--- src/rtl/demux_registrado.sv ---
// demux_registrado: 1:2 demultiplexer with a per-channel FIFO, valid/ready handshake and delivered-word counters
module demux_registrado #(
  parameter int LARGURA = 32,
  parameter int PROF = 2
) (
  input  logic               Clock,
  input  logic               Reset,
  input  logic [LARGURA-1:0] entrada,
  input  logic               controle,
  input  logic               entrada_valida,
  output logic               entrada_pronta,
  output logic [LARGURA-1:0] saidaA,
  output logic               saidaA_valida,
  input  logic               saidaA_pronta,
  output logic [LARGURA-1:0] saidaB,
  output logic               saidaB_valida,
  input  logic               saidaB_pronta,
  output logic [15:0]        contA,
  output logic [15:0]        contB
);
  logic full_a, full_b;
  // acceptance depends only on the selected channel's occupancy: no full-FIFO bypass
  always_comb entrada_pronta = controle ? !full_b : !full_a;
  demux_registrado_canal #(.LARGURA(LARGURA), .PROF(PROF)) canal_a (
    .clk(Clock), .rst(Reset), .push(entrada_valida && !controle && !full_a), .din(entrada),
    .ready(saidaA_pronta), .dout(saidaA), .valid(saidaA_valida), .full(full_a), .count(contA)
  );
  demux_registrado_canal #(.LARGURA(LARGURA), .PROF(PROF)) canal_b (
    .clk(Clock), .rst(Reset), .push(entrada_valida && controle && !full_b), .din(entrada),
    .ready(saidaB_pronta), .dout(saidaB), .valid(saidaB_valida), .full(full_b), .count(contB)
  );
endmodule

// demux_registrado_canal: one output channel - circular FIFO plus modular delivery counter
module demux_registrado_canal #(
  parameter int LARGURA = 32,
  parameter int PROF = 2
) (
  input  logic               clk,
  input  logic               rst,
  input  logic               push,
  input  logic [LARGURA-1:0] din,
  input  logic               ready,
  output logic [LARGURA-1:0] dout,
  output logic               valid,
  output logic               full,
  output logic [15:0]        count
);
  localparam int PW = $clog2(PROF);
  localparam int OW = PW + 1;
  logic [LARGURA-1:0] mem [PROF];
  logic [PW-1:0] wr, rd;
  logic [OW-1:0] occ;
  logic pop;
  // head word is always the storage at the read pointer; pops on empty are ignored
  always_comb begin
    dout = mem[rd];
    valid = occ != '0;
    full = occ == OW'(PROF);
    pop = valid && ready;
  end
  // reset wins over push/pop; pointers wrap naturally since PROF is a power of two
  always_ff @(posedge clk) begin
    if (rst) begin
      for (int i = 0; i < PROF; i++) mem[i] <= '0;
      wr <= '0;
      rd <= '0;
      occ <= '0;
      count <= '0;
    end else begin
      if (push) begin
        mem[wr] <= din;
        wr <= wr + 1'b1;
      end
      if (pop) begin
        rd <= rd + 1'b1;
        count <= count + 16'd1;
      end
      occ <= occ + OW'(push) - OW'(pop);
    end
  end
endmodule

--- config.mk ---
export PLATFORM = sky130hd
export DESIGN_NAME = demux_registrado
export DESIGN_NICKNAME = d
export VERILOG_FILES = /design/src/rtl/demux_registrado.sv
export SDC_FILE = /design/constraint.sdc
export NUM_CORES = 1
export LEC_CHECK = 0
export ABC_CLOCK_PERIOD_IN_PS = 6400
export CAP_MARGIN = 30
export CORE_ASPECT_RATIO = 0.6
export CORE_MARGIN = 5
export CORE_UTILIZATION = 45
export DETAILED_ROUTE_END_ITERATION = 8
export PLACE_DENSITY = 0.7
export SYNTH_ARGS = -nofsm -noshare
export SYNTH_HDL_FRONTEND = slang
export SYNTH_HIERARCHICAL = 1
export SYNTH_SLANG_ARGS = --single-unit
--- constraint.sdc ---
create_clock -name Clock -period 6.4 [get_ports Clock]
set_clock_uncertainty 0.05 [all_clocks]
set_input_delay 0.96 -clock Clock [delete_from_list [all_inputs] [get_ports Clock]]
set_output_delay 0.96 -clock Clock [all_outputs]
set_load 0.05 [all_outputs]
==> run summary, run 1 <==
### Layout
- **Net count, final** 741
- **Fill cells** 1,285
- **total area of multi-input combinational cells** 2660 sq um
- **final design utilization** 59.6%
- **sequential cell area** 4690 sq um
- **layout overhead on the synthesized area** 29.9%
- **fraction of final layout cells with drive strength greater than 1** 17.2%
- **antenna diode count** 0

### Setup path
- **maximum fanout encountered on the critical timing path** 32
- **Worst Reg-to-Reg Cells** 5
- **beginning of the worst register-to-register path** canal_a/occ[1]$_SDFF_PP0_
- **Crit Path Category** flop to output pin
- **Worst Setup Start Kind** flop
- **kind of capture point of the worst setup path** output pin
- **slack of the worst reg-to-reg path** 3.58 ns
- **required time of the worst setup path** 5.39 ns
- **Arr. time, crit path** 2.50 ns
- **worst flop-to-flop path endpoint** canal_a/mem[1][10]$_SDFFCE_PN0P_

### Clock tree
- **clock buffers created by TritonCTS** 17
- **Sink Count** 170
- **# Post-CTS Setup Buffers** 0
- **Clock Root Buffer** sky130_fd_sc_hd__clkbuf_16
- **Resized cells post-CTS** 0
- **TritonCTS clock tree** built
- **maximum count of clock buffers along a single path** 2
- **total of hold buffers inserted after clock tree synthesis** 0
- **H-tree Lvls** 4
- **insertion delay of the later-clocked pin in the worst-skew pair** 0.42 ns
- **clock transition at the registers of the reported paths** 0.06 ns

### Synth
- **sequential-to-total area share from yosys stat** 62.8%
- **EDFF count, synth** 128
- **Area contributors post-synth** sky130_fd_sc_hd__edfxtp_1 (51%), sky130_fd_sc_hd__dfxtp_1 (11%), sky130_fd_sc_hd__and2_1 (11%), sky130_fd_sc_hd__mux2_2 (9.2%), sky130_fd_sc_hd__xnor2_1 (2.5%)
- **fraction of post-synthesis cell area in the top cell type by area** 51.5%
- **register bit count reported by yosys** 170
- **total number of yosys warnings** 6
- **post-synthesis instance area** 7460 sq um
- **synthesized area divided by synthesized cell count** 13.3 sq um
- **fraction of synthesis flops using an asynchronous set or reset pin** 0%
- **largest area contributor in the netlist** sky130_fd_sc_hd__edfxtp_1
- **synthesized netlist cell count** 563
- **most used flip-flop cell after synthesis** sky130_fd_sc_hd__edfxtp_1
- **number of nets in the synthesized netlist** 607
- **Commonest cells post-synth** sky130_fd_sc_hd__and2_1 (128), sky130_fd_sc_hd__edfxtp_1 (128), sky130_fd_sc_hd__mux2_2 (61), sky130_fd_sc_hd__dfxtp_1 (42), sky130_fd_sc_hd__nor2_1 (36)
- **Netlist cell types** 39

### STA
- **crit share post-route** 54.8%
- **transition time of the tightest slew-check pin** 0.878 ns
- **final number of setup-violating endpoints** 0
- **setup_tns** 0 ns
- **Final Hold Violating Endpoints** 0
- **highest achievable clock rate** 285 MHz
- **worst slew margin relative to its limit** 41.5%
- **Final Critical Period** 3.51 ns
- **pins over their slew limit** 0
- **RSZ-0062 raised after global routing** no

### Routing
- **Vias** 4,651
- **DRT Wirelength** 16.4 mm
- **DRC marker count from the first detailed-route iteration** 265
- **remaining routing DRC violations** 0
- **number of nets with antenna violations after routing** 0
- **routed len/inst** 17.5 um
- **number of vias per cell** 4.96
- **detailed-router iteration count before antenna repair** 4

### Pwr
- **power share of the clock group** 31.3%
- **switching power of the nets** 1.14 mW
- **switching part of the total** 33.0%
- **combinational group share of total power** 28.6%
- **Peak supply drop** 0.166 mV
- **part of the total power dissipated in sequential elements** 40.1%
- **Pint** 2.32 mW
- **pwr/cell area** 357 nW/um^2
- **Static Leakage** 3.62 nW

### Floorplanning
- **Top-Level Pins** 137
- **DIE AREA** 19,300 sq um
- **Chip Width** 176 um
- **core region area** 16,300 sq um
- **initial core utilization** 45.9%
- **Die H** 110 um
- **site row count** 36

### Placement
- **gp weighted congestion** 0.835
- **Port Buffers** 136
- **detailed placement HPWL** 11.0 mm

### Global route
- **number of antenna violations at the first check in global routing** 1
- **GRT Residual Overflow** 0
- **number of global-route vias before repair** 4,890
- **Overall Global Routing Usage** 17.6%
- **pin count of the biggest net entering global routing** 58
- **wire length of the first global-routing pass** 26.2 mm

### Job
- **max-capacitance violation count** 0

### Outcome
- **result of the run** finished clean

### Hold path
- **Hold Crit Depth** 2
- **worst hold start** canal_a/rd$_SDFFE_PP0P_
- **Hold/Removal Path Class** flop to flop

==> cells by family after synthesis <==
family                     count (synthesis)  synth area share [%]
adders and majority gates                  6                  1.01
DFF                                      170                  62.8
and+or+nand+nor                          233                  18.7
AOI/OAI and AO/OA                         17                  1.63
buffers and inverters                     38                  1.91
xor gates and xnor gates                  29                  3.40
muxes                                     70                  10.6
==> registers in the layout (all words and copies together), names as in the netlist, named ones only <==
signal         flops
canal_a/occ        2
canal_a/wr         1
canal_b/count     16
canal_b/wr         1
canal_a/mem       64
canal_b/rd         1
canal_b/occ        2
canal_b/mem       64
canal_a/rd         1
canal_a/count     16
==> layout by cell type (no fill, tap or decap), types with 2 or more instances in the layout <==
cell	n
sky130_fd_sc_hd__a21oi_1	6
sky130_fd_sc_hd__inv_1	11
sky130_fd_sc_hd__clkbuf_16	17
sky130_fd_sc_hd__edfxtp_1	128
sky130_fd_sc_hd__clkdlybuf4s50_1	135
sky130_fd_sc_hd__clkinvlp_4	2
sky130_fd_sc_hd__a31o_2	2
sky130_fd_sc_hd__a21o_2	2
sky130_fd_sc_hd__buf_4	5
sky130_fd_sc_hd__nor4_2	2
sky130_fd_sc_hd__nor2_1	36
sky130_fd_sc_hd__dfxtp_2	2
sky130_fd_sc_hd__nor3_1	7
sky130_fd_sc_hd__nand2b_1	2
sky130_fd_sc_hd__nand4_4	2
sky130_fd_sc_hd__ha_1	6
sky130_fd_sc_hd__nand3_1	11
sky130_fd_sc_hd__nand2_1	12
sky130_fd_sc_hd__o21ai_0	2
sky130_fd_sc_hd__dfxtp_1	40
sky130_fd_sc_hd__nor4_1	3
sky130_fd_sc_hd__or2_2	5
sky130_fd_sc_hd__or3_1	3
sky130_fd_sc_hd__nand4_1	3
sky130_fd_sc_hd__xnor2_1	21
sky130_fd_sc_hd__mux2_1	7
sky130_fd_sc_hd__mux2_2	61
sky130_fd_sc_hd__bufinv_16	4
sky130_fd_sc_hd__nor2b_1	9
sky130_fd_sc_hd__and2_1	128
sky130_fd_sc_hd__and3_1	2
sky130_fd_sc_hd__inv_6	4
sky130_fd_sc_hd__nor4_4	2
sky130_fd_sc_hd__xor2_1	8
sky130_fd_sc_hd__nor3b_2	4
==> per-stage QoR <==
stage                     instances  cell area [sq um]  total power, mW  worst slack (ns)  hold slack (ns)
after floorplan                 563               7460             2.06              3.58            0.431
after global placement          906               9070             2.39              2.80            0.448
after detailed placement        906               9070             2.40              2.65            0.462
after CTS                       938               9690             3.48              2.86            0.474
after global routing            938               9690             3.58              2.79            0.507
final                           938               9690             3.46              2.89            0.470
==> metal layers <==
layer  global-route usage [%]  vias to the layer above  share of wire (%)
li1                         -                     2231                  -
met1                     25.2                     2240                 48
met2                     26.9                      152                 44
met3                     4.64                       26                7.0
met4                     4.56                        2                1.3
met5                        0                        -              0.055
==> cell type report <==
cell class                      instances  area share, %
Inverter                               12          0.465
Timing Repair Buffer                  141           14.4
Tap cell                              228           2.94
Multi-Input combinational cell        355           27.4
Clock buffer                           18           4.43
Clock inverter                         14           1.99
Sequential cell                       170           48.4
==> worst max-delay path by stage <==
stage               slack (ns)                          endpoint  cells past startpoint            from
finish                    2.89                         saidaB[2]                      2            flop
global route              2.79                    entrada_pronta                      3        controle
CTS                       2.86                         saidaB[2]                      2            flop
detailed placement        2.65  canal_a/mem[1][13]$_SDFFCE_PN0P_                      5  entrada_valida
global placement          2.80  canal_a/mem[1][16]$_SDFFCE_PN0P_                      5  entrada_valida
floorplan                 3.58                    entrada_pronta                      1        controle
==> critical path, cell delays in order (launching register included) <==
cell                              delay (ns)
sky130_fd_sc_hd__dfxtp_2                0.90
sky130_fd_sc_hd__mux2_2                 0.45
sky130_fd_sc_hd__clkdlybuf4s50_1        0.71
==> power groups by stage <==
stage                     registers [mW]  clock network (mW)  logic (mW)
final                               1.38                1.08       0.988
after CTS                           1.39                1.10        1.00
after global routing                1.40                1.14        1.04
after floorplan                     1.36                   0       0.704
after global placement              1.40                   0       0.984
after detailed placement            1.41                   0       0.994
Power figures use the tool's default switching activity.
==> run 2, diff against run 1 <==
- ABC_CLOCK_PERIOD_IN_PS: 6400 -> 3400
- clock period: 6.4 -> 3.4 ns (I/O delays scaled with it)
==> run 2 against run 1 <==
Effect of this change:
- hold slack lost 0.077 ns
- sequential cell count stayed put
- clock-buffer cell count unchanged
- highest routed layer is now met4
- critical endpoint is now saidaA[7]
- first-iteration DRC count grew 26%
- critical path depth did not move
- clock power is 73% higher
- register-to-register slack got worse by 2.3 ns
- utilization is 0.22 points higher
- cell count up 0.75%
==> run summary, run 2 (synthesis results as in run 1) <==
### STA
- **highest achievable clock rate** 326 MHz
- **transition time of the tightest slew-check pin** 0.916 ns, +0.0378 ns
- **worst slew margin relative to its limit** 38.9%, -2.5 points
- **RSZ-0062 raised after global routing** no
- **setup_tns** 0 ns, unchanged
- **pins over their slew limit** 0, unchanged
- **crit share post-route** 90.2%
- **worst hold slack** 0.392 ns, -0.0774 ns
- **Final Critical Period** 3.07 ns
- **final number of setup-violating endpoints** 0, unchanged
- **Final Hold Violating Endpoints** 0, unchanged

### Setup path
- **slowest stage cell on the critical path** sky130_fd_sc_hd__dfxtp_2
- **CP delay by family, top** flip-flops
- **Crit Path Category** flop to output pin
- **required time of the worst setup path** 2.84 ns, -2.55 ns
- **Arr. time, crit path** 2.51 ns, about the same
- **buffering stage count on the worst path with inverters included** 1, unchanged
- **slack of the worst reg-to-reg path** 1.27 ns, -2.31 ns
- **worst flop-to-flop path endpoint** canal_b/mem[1][21]$_SDFFCE_PN0P_
- **Worst Reg-to-Reg Cells** 5, unchanged
- **maximum fanout encountered on the critical timing path** 32, unchanged
- **kind of capture point of the worst setup path** output pin
- **Worst Setup Start Kind** flop
- **slowest stage delay, CP** 0.93 ns, +0.03 ns
- **critical path cell sequence** mux2_2, clkdlybuf4s50_1
- **beginning of the worst register-to-register path** canal_b/occ[1]$_SDFF_PP0_

### Layout
- **most used cells in the layout excluding fill and tap cells** sky130_fd_sc_hd__clkdlybuf4s50_1 (135), sky130_fd_sc_hd__and2_1 (128), sky130_fd_sc_hd__edfxtp_1 (128)
- **Net count, final** 748, +0.94%
- **leading registers by flop count** canal_a/mem x64, canal_b/mem x64
- **Fill cells** 1,258, -2.1%
- **antenna diode count** 0, unchanged
- **count of non-filler cells in the finished layout** 945, +0.75%
- **fraction of final layout cells with drive strength greater than 1** 18.1%, +0.95 points
- **layout overhead on the synthesized area** 30.3%
- **leading cell type in the layout, fill and taps excluded** sky130_fd_sc_hd__clkdlybuf4s50_1
- **Design Area, Final** 9730 sq um, +0.37%

### Clock tree
- **Resized cells post-CTS** 0, unchanged
- **insertion delay of the later-clocked pin in the worst-skew pair** 0.42 ns, about the same
- **clock buffers created by TritonCTS** 17, unchanged
- **Clock Root Buffer** sky130_fd_sc_hd__clkbuf_16
- **TritonCTS clock tree** built
- **maximum count of clock buffers along a single path** 2, unchanged
- **Sink Count** 170, unchanged
- **# Post-CTS Setup Buffers** 0, unchanged
- **total of hold buffers inserted after clock tree synthesis** 0, unchanged
- **H-tree Lvls** 4, unchanged
- **clock transition at the registers of the reported paths** 0.06 ns, about the same

### Routing
- **DRT Wirelength** 16.8 mm, +2.5%
- **number of nets with antenna violations after routing** 0, unchanged
- **number of vias per cell** 5.02, +1.2%
- **DRC marker count from the first detailed-route iteration** 334, +26%
- **routed len/inst** 17.8 um, +1.7%
- **remaining routing DRC violations** 0, unchanged
- **detailed-router iteration count before antenna repair** 5, +1
- **Vias** 4,741, +1.9%

### Placement
- **total placed instance area** 9160 sq um, +0.99%
- **gp weighted congestion** 0.830, -0.61%
- **number of placed cells counting well taps** 913, +0.77%
- **Port Buffers** 136, unchanged
- **detailed placement HPWL** 11.1 mm, +0.82%

### Floorplanning
- **Die H** 110 um, unchanged
- **core region area** 16,300 sq um, unchanged
- **Top-Level Pins** 137, unchanged
- **initial core utilization** 45.9%, unchanged
- **site row count** 36, unchanged
- **DIE AREA** 19,300 sq um, unchanged
- **Chip Width** 176 um, unchanged

### Outcome
- **result of the run** finished clean

### Global route
- **number of global-route vias before repair** 4,886, -0.082%
- **Overall Global Routing Usage** 17.8%, +0.20 points
- **wire length of the first global-routing pass** 26.5 mm, +0.98%
- **GRT Residual Overflow** 0, unchanged
- **number of antenna violations at the first check in global routing** 0, -1
- **pin count of the biggest net entering global routing** 49, -16%

### Hold path
- **Hold Crit Depth** 2, unchanged
- **endpoint of the worst hold path** canal_a/wr$_SDFFE_PP0P_
- **worst hold start** Reset
- **Hold/Removal Path Class** primary input to flop

### Pwr
- **Peak supply drop** 0.292 mV, +76%
- **total power of the final layout** 6.36 mW, +84%
- **pwr/cell area** 654 nW/um^2, +83%
- **Static Leakage** 3.63 nW, +0.48%

### Job
- **max-capacitance violation count** 0, unchanged

-- run 2: layer usage --
layer  global-route usage [%]  part of all wire, %  vias to the layer above  routed length [um]
met2                     27.9                   46                      144                7790
met5                        0                    0                        -                   0
met1                     25.3                   48                     2332                8040
met3                     4.40                  5.4                       10                 901
met4                     4.23                 0.58                        0                  98
li1                         -                    -                     2255                   -
-- run 2: power by group --
part           leakage, nW  total [mW]  internal (mW)  switching (mW)
Clock                0.263        1.87           1.03           0.841
Combinational         1.69        1.94          0.729            1.21
Sequential            1.68        2.56           2.42           0.140
Total                 3.63        6.36           4.17            2.19
-- run 2: cell type report --
| type | count | area (sq um) | area share, % |
|---|---|---|---|
| clock buffer | 18 | 429 | 4.41 |
| clock inverter | 14 | 139 | 1.43 |
| inverter | 12 | 45.0 | 0.463 |
| multi-input combinational | 355 | 2660 | 27.3 |
| sequential | 170 | 4690 | 48.2 |
| tap | 228 | 285 | 2.93 |
| timing repair buffer | 148 | 1480 | 15.3 |
-- run 2: metrics by stage --
stage / util, % / setup slack, ns
global route: 59.8 / 0.242
CTS: 59.8 / 0.297
global placement: 56.3 / 0.772
finish: 59.8 / 0.333
floorplan: - / 1.12
detailed placement: 56.3 / 0.765
-- run 2: how the worst max path moves through the flow --
stage	from	to	slack, ns	cells past startpoint
finish	flop	saidaA[7]	0.33	2
global route	flop	saidaA[22]	0.24	2
detailed placement	flop	saidaA[14]	0.76	2
CTS	flop	saidaA[14]	0.30	2
floorplan	controle	canal_a/mem[1][0]$_SDFFCE_PN0P_	1.12	3
global placement	flop	saidaA[14]	0.77	2
==> run 3, diff against run 2 <==
- SKIP_LAST_GASP: default -> 1
==> results of run 3 <==
The final DEF is identical to that of run 2; final timing and power are the same.
